==> config.mk <==
export PLATFORM = sky130hd
export DESIGN_NAME = audio_i2s_tx
export DESIGN_NICKNAME = d
export VERILOG_FILES = /design/src/rtl/audio_i2s_pkg.sv /design/src/rtl/audio_sample_fifo.sv /design/src/rtl/audio_i2s_tx.sv
export SDC_FILE = /design/constraint.sdc
export NUM_CORES = 1
export LEC_CHECK = 0
export BUFFER_PORTS_ARGS = -buffer_cell sky130_fd_sc_hd__buf_2
export CORE_ASPECT_RATIO = 1.25
export CORE_MARGIN = 2
export CORE_UTILIZATION = 61
export CTS_CLUSTER_DIAMETER = 150
export DETAILED_ROUTE_END_ITERATION = 10
export PLACE_DENSITY = 0.84
export RECOVER_POWER = 100
export SYNTH_ARGS = -nofsm -noshare
export SYNTH_HDL_FRONTEND = slang
export SYNTH_SLANG_ARGS = --single-unit
==> constraint.sdc <==
create_clock -name clk -period 7.1 [get_ports clk]
set_input_delay 1.775 -clock clk [delete_from_list [all_inputs] [get_ports clk]]
set_output_delay 1.775 -clock clk [all_outputs]
set_load 0.05 [all_outputs]
==> src/rtl/audio_i2s_pkg.sv <==
// Shared constants and slot-to-bit mapping for the I2S transmitter.
// A frame is 64 SCLK slots; each word is sent MSB first, one slot after the LRCK edge.
package audio_i2s_pkg;

   localparam int INC_DEFAULT     = 245760;
   localparam int MOD_DEFAULT     = 742500;
   localparam int ACC_W           = 22;
   localparam int SLOTS_PER_FRAME = 64;
   localparam int SLOT_W          = 6;
   localparam int SAMPLE_W        = 16;
   localparam int FRAME_W         = 2 * SAMPLE_W;

   localparam logic [SLOT_W-1:0] LEFT_FIRST  = 6'd1;
   localparam logic [SLOT_W-1:0] LEFT_LAST   = 6'd16;
   localparam logic [SLOT_W-1:0] RIGHT_FIRST = 6'd33;
   localparam logic [SLOT_W-1:0] RIGHT_LAST  = 6'd48;
   localparam logic [SLOT_W-1:0] LEFT_BASE   = 6'd32;
   localparam logic [SLOT_W-1:0] RIGHT_BASE  = 6'd48;

   typedef enum logic [1:0] {
      SLOT_PAD,
      SLOT_LEFT,
      SLOT_RIGHT
   } slot_kind_e;

   function automatic slot_kind_e slot_kind(input logic [SLOT_W-1:0] s);
      slot_kind_e k;
      k = SLOT_PAD;
      if (s >= LEFT_FIRST && s <= LEFT_LAST) begin
         k = SLOT_LEFT;
      end else if (s >= RIGHT_FIRST && s <= RIGHT_LAST) begin
         k = SLOT_RIGHT;
      end
      return k;
   endfunction

   // Frame packing is {left, right}: left[16-s] sits at frame[32-s], right[48-s] at frame[48-s].
   function automatic logic slot_bit(input logic [FRAME_W-1:0] frame,
                                     input logic [SLOT_W-1:0]  s);
      logic bit_v;
      bit_v = 1'b0;
      case (slot_kind(s))
         SLOT_LEFT:  bit_v = frame[5'(LEFT_BASE - s)];
         SLOT_RIGHT: bit_v = frame[5'(RIGHT_BASE - s)];
         default:    bit_v = 1'b0;
      endcase
      return bit_v;
   endfunction

endpackage

==> src/rtl/audio_sample_fifo.sv <==
// Small synchronous sample FIFO with a registered head word and occupancy count.
// DEPTH must be a power of two so the pointers wrap naturally.
module audio_sample_fifo
   import audio_i2s_pkg::*;
#(
   parameter int DEPTH = 4,
   parameter int W     = FRAME_W,
   localparam int AW   = $clog2(DEPTH)
) (
   input  logic          clk,
   input  logic          rst_n,
   input  logic          push_i,
   input  logic [W-1:0]  data_i,
   input  logic          pop_i,
   output logic [W-1:0]  data_o,
   output logic [AW:0]   level_o,
   output logic          full_o,
   output logic          empty_o
);

   localparam logic [AW:0] FULL_LVL = (AW + 1)'(DEPTH);
   localparam logic [AW:0] ONE_LVL  = (AW + 1)'(1);

   logic [W-1:0]  mem_q [DEPTH];
   logic [AW-1:0] wr_q, wr_d;
   logic [AW-1:0] rd_q, rd_d;
   logic [AW:0]   level_q, level_d;
   logic [W-1:0]  head_q, head_d;
   logic          push_ok, pop_ok;

   assign full_o  = (level_q == FULL_LVL);
   assign empty_o = (level_q == '0);
   assign level_o = level_q;
   assign data_o  = head_q;

   always_comb begin
      push_ok = push_i && !full_o;
      pop_ok  = pop_i && !empty_o;
      wr_d    = wr_q + AW'(push_ok);
      rd_d    = rd_q + AW'(pop_ok);
      level_d = level_q;
      case ({push_ok, pop_ok})
         2'b10:   level_d = level_q + ONE_LVL;
         2'b01:   level_d = level_q - ONE_LVL;
         default: level_d = level_q;
      endcase
      // When the write slot becomes the head, forward the incoming word directly.
      if (push_ok && (wr_q == rd_d)) begin
         head_d = data_i;
      end else begin
         head_d = mem_q[rd_d];
      end
   end

   always_ff @(posedge clk) begin
      if (push_ok) begin
         mem_q[wr_q] <= data_i;
      end
   end

   always_ff @(posedge clk or negedge rst_n) begin
      if (!rst_n) begin
         wr_q    <= '0;
         rd_q    <= '0;
         level_q <= '0;
         head_q  <= '0;
      end else begin
         wr_q    <= wr_d;
         rd_q    <= rd_d;
         level_q <= level_d;
         head_q  <= head_d;
      end
   end

endmodule

==> src/rtl/audio_i2s_tx.sv <==
// I2S transmitter: fractional MCLK/SCLK generation from the system clock, a 64-slot
// frame counter, and serialization of FIFO-buffered stereo samples.
module audio_i2s_tx
   import audio_i2s_pkg::*;
#(
   parameter int INC   = INC_DEFAULT,
   parameter int MOD   = MOD_DEFAULT,
   parameter int DEPTH = 4
) (
   input  logic                     clk,
   input  logic                     reset_n,
   input  logic                     i_sample_valid,
   input  logic [FRAME_W-1:0]       i_sample_data,
   output logic                     o_sample_ready,
   output logic [$clog2(DEPTH):0]   o_fifo_level,
   output logic                     o_underflow,
   output logic                     audio_mclk,
   output logic                     audio_sclk,
   output logic                     audio_lrck,
   output logic                     audio_dac
);

   localparam logic [ACC_W-1:0]  INC_W     = ACC_W'(INC);
   localparam logic [ACC_W-1:0]  MOD_W     = ACC_W'(MOD);
   localparam logic [SLOT_W-1:0] LAST_SLOT = SLOT_W'(SLOTS_PER_FRAME - 1);
   localparam logic [SLOT_W-1:0] ONE_SLOT  = SLOT_W'(1);

   logic [ACC_W-1:0]   acc_q, acc_d;
   logic               mclk_q, mclk_d;
   logic [1:0]         div_q, div_d;
   logic               sclk_q;
   logic [SLOT_W-1:0]  cnt_q, cnt_d;
   logic [FRAME_W-1:0] frame_q, frame_d;
   logic               lrck_q, lrck_d;
   logic               dac_q, dac_d;
   logic               unf_q, unf_d;
   logic               mtog, mrise, sfall, fetch;
   logic               fifo_pop, fifo_empty, fifo_full;
   logic [FRAME_W-1:0] fifo_head;

   audio_sample_fifo #(
      .DEPTH (DEPTH),
      .W     (FRAME_W)
   ) u_fifo (
      .clk     (clk),
      .rst_n   (reset_n),
      .push_i  (i_sample_valid),
      .data_i  (i_sample_data),
      .pop_i   (fifo_pop),
      .data_o  (fifo_head),
      .level_o (o_fifo_level),
      .full_o  (fifo_full),
      .empty_o (fifo_empty)
   );

   always_comb begin
      // Accumulator overflow marks an MCLK half-period; INC/MOD sets the exact long-run rate.
      mtog     = (acc_q >= MOD_W);
      acc_d    = mtog ? (acc_q - MOD_W + INC_W) : (acc_q + INC_W);
      mclk_d   = mclk_q ^ mtog;
      mrise    = mtog && !mclk_q;
      div_d    = mrise ? (div_q + 2'd1) : div_q;
      sfall    = mrise && (div_q == 2'd3);
      fetch    = sfall && (cnt_q == LAST_SLOT);
      fifo_pop = fetch && !fifo_empty;
      unf_d    = fetch && fifo_empty;
      cnt_d    = cnt_q;
      frame_d  = frame_q;
      lrck_d   = lrck_q;
      dac_d    = dac_q;
      if (sfall) begin
         cnt_d = cnt_q + ONE_SLOT;
         if (fetch) begin
            frame_d = fifo_empty ? '0 : fifo_head;
         end
         lrck_d = cnt_d[SLOT_W-1];
         dac_d  = slot_bit(frame_d, cnt_d);
      end
   end

   always_ff @(posedge clk or negedge reset_n) begin
      if (!reset_n) begin
         acc_q   <= '0;
         mclk_q  <= 1'b0;
         div_q   <= '0;
         sclk_q  <= 1'b0;
         cnt_q   <= LAST_SLOT;
         frame_q <= '0;
         lrck_q  <= 1'b1;
         dac_q   <= 1'b0;
         unf_q   <= 1'b0;
      end else begin
         acc_q   <= acc_d;
         mclk_q  <= mclk_d;
         div_q   <= div_d;
         sclk_q  <= div_d[1];
         cnt_q   <= cnt_d;
         frame_q <= frame_d;
         lrck_q  <= lrck_d;
         dac_q   <= dac_d;
         unf_q   <= unf_d;
      end
   end

   assign o_sample_ready = !fifo_full;
   assign o_underflow    = unf_q;
   assign audio_mclk     = mclk_q;
   assign audio_sclk     = sclk_q;
   assign audio_lrck     = lrck_q;
   assign audio_dac      = dac_q;

endmodule
==> flow_summary_export.csv <==
group,metric,value,unit
flow_run,maxCapViolations,6,
cells_and_area,design_area,10800,µm²
grt,grt_pass1_wl,30.7,mm
clock_network,postCtsHoldBufs,0,
clock_network,clock_latency,500,ps
synthesis,syn-cell-area,9680,µm²
min_path,min_path_type,"flop to flop",
critical_path,ff2ff_path_depth,19,
die,core_area,15600,µm²
synthesis,ys_seq_area_share,66.2,%
synthesis,synth_cell_types,62,
power,power_leakage,4.15,nW
cells_and_area,fin_util,69.1,%
drt,drt-initial-drc-count,467,
sta,tightest_slew,2210,ps
sta,relSlewSlack,-47.6,%
die,die_x,117,µm
power,power.total,0.00333,W
die,start_util,62.2,%
drt,via_count,5539,
clock_network,tritoncts,"built",
clock_network,clockBufferDepth,3,
sta,rsz0062_at_grt,"no",
synthesis,yosys_warnings,0,
clock_network,clk_pin_slew_worst_paths,60,ps
synthesis,synth.avg_cell_area,15.1,µm²
drt,drc,0,
place,hpwl,11.4,mm
critical_path,path_cells,"inv_1 > ha_1 > nor2b_1 > o211ai_1 > a21o_1 > a21o_1 > nand2_1 > a31o_1 > inv_1 > ha_1 > and4_1 > and4_1 > buf_4 > and2_0 > ha_1 > xnor2_1 > nand3_1 > clkbuf_2 > mux2_2",
sta,final-setup-viol-count,0,
cells_and_area,multiInputGateArea,3070,µm²
critical_path,cp_common_cell,"ha_1",
synthesis,netlist_instances,643,
cells_and_area,fill_cells,1048,
grt,grt_max_degree,69,
critical_path,r2r_end,"u_fifo.data_o[30]",
power,vdd_drop_max,242,µV
critical_path,slowest_stage,"ha_1",
cells_and_area,n_antenna_cell,0,
clock_network,cts_root_buf,"clkbuf_16",
grt,grt.overflow.total,0,
synthesis,syn-num-nets,692,
sta,finClkSkew,9.11,ps
critical_path,path_max_fanout,36,
critical_path,crit_required,7480,ps
sta,max_freq,0.171,GHz
critical_path,r2r_start,"acc_q[2]",
cells_and_area,drive_above_1_share,18.6,%
min_path,holdPathEnd,"frame_q[16]",
synthesis,yosysTopAreaCell,"edfxtp_1",
synthesis,synth_ff_type,"edfxtp_1",
critical_path,worstPathArrival,6230,ps
place,postPlaceCellArea,10100,µm²
min_path,hold_start,"frame_q[16]",
synthesis,synth.area.top_cells,"edfxtp_1 40%, dfrtp_1 25%, mux4_2 8.4%",
critical_path,crit_buf_inv,4,
power,power.density,309,nW/µm²
min_path,holdPathStages,2,
clock_network,htreeDepth,1,
sta,final-hold-violation-count,0,
cells_and_area,regArea,6400,µm²
drt,ant_nets,0,
drt,drt_first_pass_iters,6,
die,row_count,51,
clock_network,post_cts_buffers,0,
die,die_y,145,µm
clock_network,ctsResizeCount,0,
outcome,violations,"max-capacitance violations, max-slew violations",
sta,drv_slew,237,
drt,viasPerCell,6.05,
sta,fin_crit,5850,ps
synthesis,async_reset_ff_share,44.3,%
cells_and_area,areaGrowthSynthToFinish,11.1,%
clock_network,numCtsBuffers,23,
die,die-area,16900,µm²
synthesis,yosys_register_bits,230,
sta,fin_tns_setup,0,ps
grt,antenna_found_initial,0,
critical_path,worstSetupStartpointType,"flop",
synthesis,synth_edf_count,128,
critical_path,critPathKind,"flop to flop",
grt,grt_use_total,23.9,%
grt,grt_pass1_vias,5932,
clock_network,clock-sinks,230,
synthesis,yosysTopAreaCellShare,39.7,%
drt,wire_per_inst,20.7,µm
cells_and_area,fin_nets,737,
critical_path,worstSetupEndpointType,"flop",
critical_path,crit_family,"adder cells",
place,place.port_buffers,43,
die,io_pins,44,
sta,finalCritPeriodShare,82.4,%
critical_path,critPathMaxStageDelay,950,ps
place,place_congestion,0.823,
drt,wl,19.0,mm
outcome,status,"finished with violations",
critical_path,r2r_slack,1250,ps
-- tightest hold or removal path, delay by kind of cell, from the launching register on --
family,cells,cell delay (ps)
simple gates,2,110
flops,1,320
-- power breakdown --
part | internal (W) | switching [W] | total (W)
logic | 0.000147 | 0.000283 | 0.000430
clock network | 0.000682 | 0.000486 | 0.00117
registers | 0.00165 | 0.0000752 | 0.00173
total | 0.00248 | 0.000844 | 0.00333
-- layout by cell type, fill, tap and decap left out, types with 10 or more instances in the layout --
master	instances
inv_1	20
mux4_2	36
nor2_1	23
xnor2_1	19
nand2_1	70
clkbuf_16	23
dfrtp_1	96
o21ai_0	11
edfxtp_1	128
ha_1	13
mux2i_1	11
a21oi_1	10
mux2_2	45
clkbuf_1	54
nand3_1	29
xor2_1	14
-- kinds of logic after synthesis --
family	count (synthesis)	share of synthesized area (%)
flops	230	66.2
simple gates	163	7.85
mux	92	14.8
compound gates	55	3.92
buf+inv	55	2.35
xor+xnor	34	3.08
fa+ha+maj	14	1.89
-- sequential cells by signal, summed over array words and instances, names as in the netlist --
register and flops:
u_fifo.wr_q 2, audio_mclk 1, o_underflow 1, audio_sclk 1
cnt_q 6, audio_dac 1, u_fifo.data_o 32, div_q 1
acc_q 20, frame_q 32, u_fifo.mem_q 128, u_fifo.rd_q 2
u_fifo.level_o 3
-- layout make-up --
cell class              instances  area share [%]
repair buffers                 54            2.06
multi-input cells             358            28.5
well taps                     212            2.47
flip-flops and latches        230            59.5
clock buffers                  31            5.72
clock inverters                10           0.977
inverters                      21           0.733
-- how the worst max path moves through the flow --
stage | start | to | slack, ps | cells after the start
finish | acc_q[2] | u_fifo.data_o[30] | 1250 | 19
global route | acc_q[2] | u_fifo.data_o[28] | 790 | 19
CTS | acc_q[2] | u_fifo.data_o[3] | 1640 | 18
detailed placement | acc_q[2] | u_fifo.data_o[30] | 1680 | 18
global placement | acc_q[2] | u_fifo.data_o[0] | 1870 | 18
floorplan | acc_q[2] | u_fifo.data_o[11] | 1750 | 23
-- stage by stage --
stage,instances,hold slack [ps],setup slack (ps)
after floorplan,643,430,1750
after global placement,875,443,1870
after detailed placement,875,452,1680
after CTS,916,471,1640
after global routing,916,486,792
final,916,466,1250
-- routing by layer --
metal  up-vias  share of wire [%]  global-route usage (%)
li1       2451                  -                       -
met1      2788                 38                    29.9
met2       235                 53                    41.8
met3        65                6.0                    3.96
met4         0                3.4                    9.35
met5         -                  0                       0
-- cell usage after synthesis (3+ instances only) --
| library cell | number |
|---|---|
| a211oi_1 | 3 |
| buf_1 | 8 |
| and2_1 | 7 |
| xnor2_1 | 19 |
| mux4_2 | 36 |
| nor2b_1 | 4 |
| nand3_1 | 29 |
| xor2_1 | 15 |
| dfrtp_1 | 96 |
| or3_1 | 3 |
| edfxtp_1 | 128 |
| nor3_1 | 8 |
| ha_1 | 13 |
| mux2i_1 | 11 |
| inv_1 | 20 |
| a21o_1 | 6 |
| nor2_1 | 24 |
| clkbuf_1 | 21 |
| mux2_2 | 45 |
| nand2_1 | 70 |
| dfstp_2 | 6 |
| and3_1 | 4 |
| o21ai_0 | 10 |
| a21oi_1 | 10 |
(Power assumes the default switching activity.)
